File: config.mk
export PLATFORM = sky130hd
export DESIGN_NAME = dmem
export DESIGN_NICKNAME = d
export VERILOG_FILES = /design/src/rtl/mips_pkg.sv /design/src/rtl/dmem.sv
export SDC_FILE = /design/constraint.sdc
export NUM_CORES = 2
export LEC_CHECK = 0
export ABC_AREA = 0
export CAP_MARGIN = 20
export CORE_UTILIZATION = 55
export CTS_BUF_LIST = sky130_fd_sc_hd__clkbuf_8
export DETAILED_ROUTE_END_ITERATION = 8
export HOLD_SLACK_MARGIN = 0.03
export PLACE_DENSITY_LB_ADDON = 0.3
export SYNTH_ARGS = -nofsm -noshare
export SYNTH_HDL_FRONTEND = slang
export SYNTH_SLANG_ARGS = --single-unit
File: constraint.sdc
create_clock -name Clk -period 61.2 [get_ports Clk]
set_input_delay 6.12 -clock Clk [delete_from_list [all_inputs] [get_ports Clk]]
set_output_delay 6.12 -clock Clk [all_outputs]
set_load 0.01 [all_outputs]
File: src/rtl/mips_pkg.sv
// Constants and types shared by the MIPS datapath memories and register file.
package mips_pkg;

  localparam int unsigned DATA_W = 32;
  localparam int unsigned DEPTH  = 64;

  typedef logic [DATA_W-1:0] word_t;

endpackage

File: src/rtl/dmem.sv
// Word-organised data memory for the MEM stage: synchronous write, gated combinational
// read, asynchronous clear of every word on reset.
module dmem
  import mips_pkg::*;
#(
  parameter int unsigned DATA_W = mips_pkg::DATA_W,
  parameter int unsigned DEPTH  = mips_pkg::DEPTH
) (
  input  logic              Clk,
  input  logic              Reset,
  output logic [DATA_W-1:0] out,
  input  logic [31:0]       address,
  input  logic [DATA_W-1:0] dataIn,
  input  logic              readmode,
  input  logic              writemode
);

  localparam int unsigned IDX_W = $clog2(DEPTH);

  logic [DATA_W-1:0] mem [DEPTH];
  logic [IDX_W-1:0]  idx;

  // Byte offset and upper address bits are dropped, so addresses wrap modulo DEPTH*4.
  assign idx = address[IDX_W+1:2];

  logic unused_addr;
  assign unused_addr = ^{address[31:IDX_W+2], address[1:0]};

  always_ff @(posedge Clk or posedge Reset) begin
    if (Reset) begin
      for (int i = 0; i < int'(DEPTH); i++) begin
        mem[i] <= '0;
      end
    end else if (writemode) begin
      mem[idx] <= dataIn;
    end
  end

  assign out = (readmode && !Reset) ? mem[idx] : '0;

endmodule

==> qor.yml <==
run_status: "finished, final reports clean"
min_from: "mem[1930]"
start_util_pct: 55.7
share_clk_of_total_power_pct: 37.8
cts-resized-gates: 0
type_of_the_worst_setup_path: "input pin to output port"
fin_area_sq_um: 101000
syn-num-nets: 6936
synth_area_sq_um: 92300
top_register: "mem"
post_cts_buffers: 0
worstHoldEndpoint: "mem[1930]"
worst_hold_path_type: "flop to flop"
yosysTopAreaCellShare_pct: 55.5
fin_nets: 6766
reg2reg_depth: 1
total_power_divided_by_cell_area_nw_per_um2: 32.0
firstDrtPassIters: 5
worstSetupStartpointType: "input pin"
vdd_drop_max_uv: 25.6
worst-path-max-fanout: 125
design.die.area_sq_um: 169000
groute.usage.overall_pct: 36.1
synth_async_sr_flop_share_pct: 100
whs_ps: 486
grt_pass1_vias: 64854
cts.hold.buffers_added: 0
layout_worst_path_cycle_share_pct: 27.9
die_width_um: 412
ys_top_cells_by_area: "sky130_fd_sc_hd__dfrtp_1, sky130_fd_sc_hd__mux2_2, sky130_fd_sc_hd__a221oi_1"
clk-insertion-delay-late_ps: 1040
power_leakage_nw: 47.3
setup_violations: 0
path_depth: 11
detailed_place.area_sq_um: 93900
route.detailed.wl_per_inst_um: 33.5
maxClockFrequency_ghz: 0.0585
clkSinkCount: 2048
final_layout_size_suffix_gt1_share_pct: 41.0
number_of_synthesized_register_bits: 2048
hpwlAfterDp_um: 162000
syn_to_final_growth_pct: 9.75
routed_vias: 63967
critical_path.startpoint: "address[2]"
path_common_cell: "sky130_fd_sc_hd__buf_4"
final.setup.tns_ps: 0
drc_errors: 0
number_of_vias_per_cell: 7.01
number_of_cell_rows: 149
critical-path-slowest-cell: "sky130_fd_sc_hd__buf_12"
internal-power_mw: 2.39
critPathBufInv: 5
report.power.total_mw: 3.24
drt_wl_total_um: 306000
port-buffer-count: 73
sort_of_element_at_the_end_of_the_critical_path: "output port"
gp_congestion: 0.849
largest_register_ff_count: 2048
cts.htree.levels: 5
synthCells: 6868
placeable_core_area_sq_um: 166000
drc_violation_total_after_the_first_tritonroute_iteration: 7467
grt_antenna_before_repair: 12
synth.distinct_cells: 66
crit_chain: "buf_8 -> buf_4 -> nor2b_4 -> buf_4 -> buf_12 -> a221oi_1 -> nor2_1 -> o21ai_0 -> and4_1 -> a31oi_1 -> clkdlybuf4s50_1"
crit_path_max_incr_delay_ps: 730
critical-path-top-delay-family: "buffers and inverters"
pin_count: 100
power_frac_seq_pct: 50.1
n_fill_cell: 12565
sequential_area_share_after_synthesis_pct: 55.5
reg.largest.list: "mem: 2048 flops"
total_switching_power_uw: 848
yosys.cell_count.top_type: "sky130_fd_sc_hd__dfrtp_1"
floorplan.die.height_um: 412
rr_startpoint: "mem[697]"
clockRootBuffer: "sky130_fd_sc_hd__clkbuf_8"
cp_data_arrival_time_ps: 10970
cts.reportedPaths.clkPinSlew_ps: 60
r2r_slack_ps: 60390
unrepaired_setup_endpoints_after_global_routing: "false"
cts-root-to-sink-buffers: 4
rr_endpoint: "mem[697]"
timing.final.max_slew_violations: 0
yosys_warnings: 0
grt-ovfl-total: 0
net_switching_fraction_of_the_power_pct: 26.2
combPwrFrac_pct: 12.2
fin_crit_ps: 17090
grt_first_pass_wirelength_um: 447000
relSlewSlack_pct: 18.5
worstPathRequired_ps: 55080
hold_depth: 1
synth.top_cells.by_count: "sky130_fd_sc_hd__dfrtp_1, sky130_fd_sc_hd__mux2_2, sky130_fd_sc_hd__a221oi_1"
number_of_enable_type_register_cells_in_the_synthesized_netlist: 0
synth_area_leader_cell: "sky130_fd_sc_hd__dfrtp_1"
fin_clk_skew_ps: 0
final_hold_viol_count: 0
numCtsBuffers: 347
cap_violations: 0
synthFlopType: "sky130_fd_sc_hd__dfrtp_1"
synth_area_per_cell_sq_um: 13.4
grt_start_max_net_pins: 187
route.antenna.remaining_nets: 0
worst-slew-pin-transition_ps: 1220
clock_tree_from_tritoncts: "built"
## power groups by stage
stage                     Clock, mW  Combinational, mW  Sequential [mW]
after floorplan                   0              0.296             1.64
after global placement            0              0.372             1.63
after detailed placement          0              0.386             1.64
after CTS                      1.23              0.387             1.62
after global routing           1.29              0.422             1.64
final                          1.22              0.395             1.62
## cell usage in the layout, fill, tap and decap left out, types with 43 or more instances in the layout
cell                       netlist  final
sky130_fd_sc_hd__nor2_1        295    262
sky130_fd_sc_hd__o22ai_1        71     71
sky130_fd_sc_hd__a21oi_1       103    103
sky130_fd_sc_hd__a22oi_1       140    140
sky130_fd_sc_hd__dfrtp_1      2048   2048
sky130_fd_sc_hd__a221oi_1      633    633
sky130_fd_sc_hd__mux2i_1        93     93
sky130_fd_sc_hd__mux2_2       2020   2020
sky130_fd_sc_hd__clkbuf_8        0    448
sky130_fd_sc_hd__o21ai_0       202    202
sky130_fd_sc_hd__buf_4          18    144
sky130_fd_sc_hd__inv_1           3    102
sky130_fd_sc_hd__nand2_1        76     43
sky130_fd_sc_hd__mux2_1        112    112
## routing by layer
metal  part of all wire, %  GRT usage [%]
met5                 0.026              0
met4                   5.2           17.3
met3                    11           10.1
met2                    44           53.5
met1                    39           48.9
## metrics by stage
step	instances	worst slack, ps	utilization (%)
6_report	9130	44110	61.1
5_1_grt	9125	44130	61.1
4_1_cts	9098	44180	60.8
3_5_place_dp	8514	44200	56.7
3_3_place_gp	8513	44160	56.6
2_1_floorplan	6868	16430	-
## final cells by class
class                           instances  area [sq um]  area share, %
Sequential cell                      2048         51200           50.6
Clock buffer                          448          6170           6.09
Clock inverter                        136           676          0.667
Tap cell                             2189          2740           2.70
Antenna cell                            8          20.0         0.0198
Timing Repair Buffer                  256          2480           2.45
Multi-Input combinational cell       4039         37900           37.4
Inverter                                6          41.3         0.0408
## how the worst max path moves through the flow
| stage | end |
|---|---|
| 5_1_grt | out[26] |
| 4_1_cts | out[26] |
| 2_1_floorplan | out[20] |
| 6_report | out[26] |
| 3_5_place_dp | out[26] |
| 3_3_place_gp | out[26] |
## cell families (layout without fill, tap and decap cells)
kind of cell           after synthesis  in the layout  share of synthesized area, %
buffers and inverters              781            846                          3.81
muxes                             2247           2247                          27.6
other                                0              8                             0
DFF                               2048           2048                          55.5
AOI/OAI and AO/OA                 1320           1320                          10.9
and+or+nand+nor                    472            472                          2.19
(Power assumes the default switching activity.)
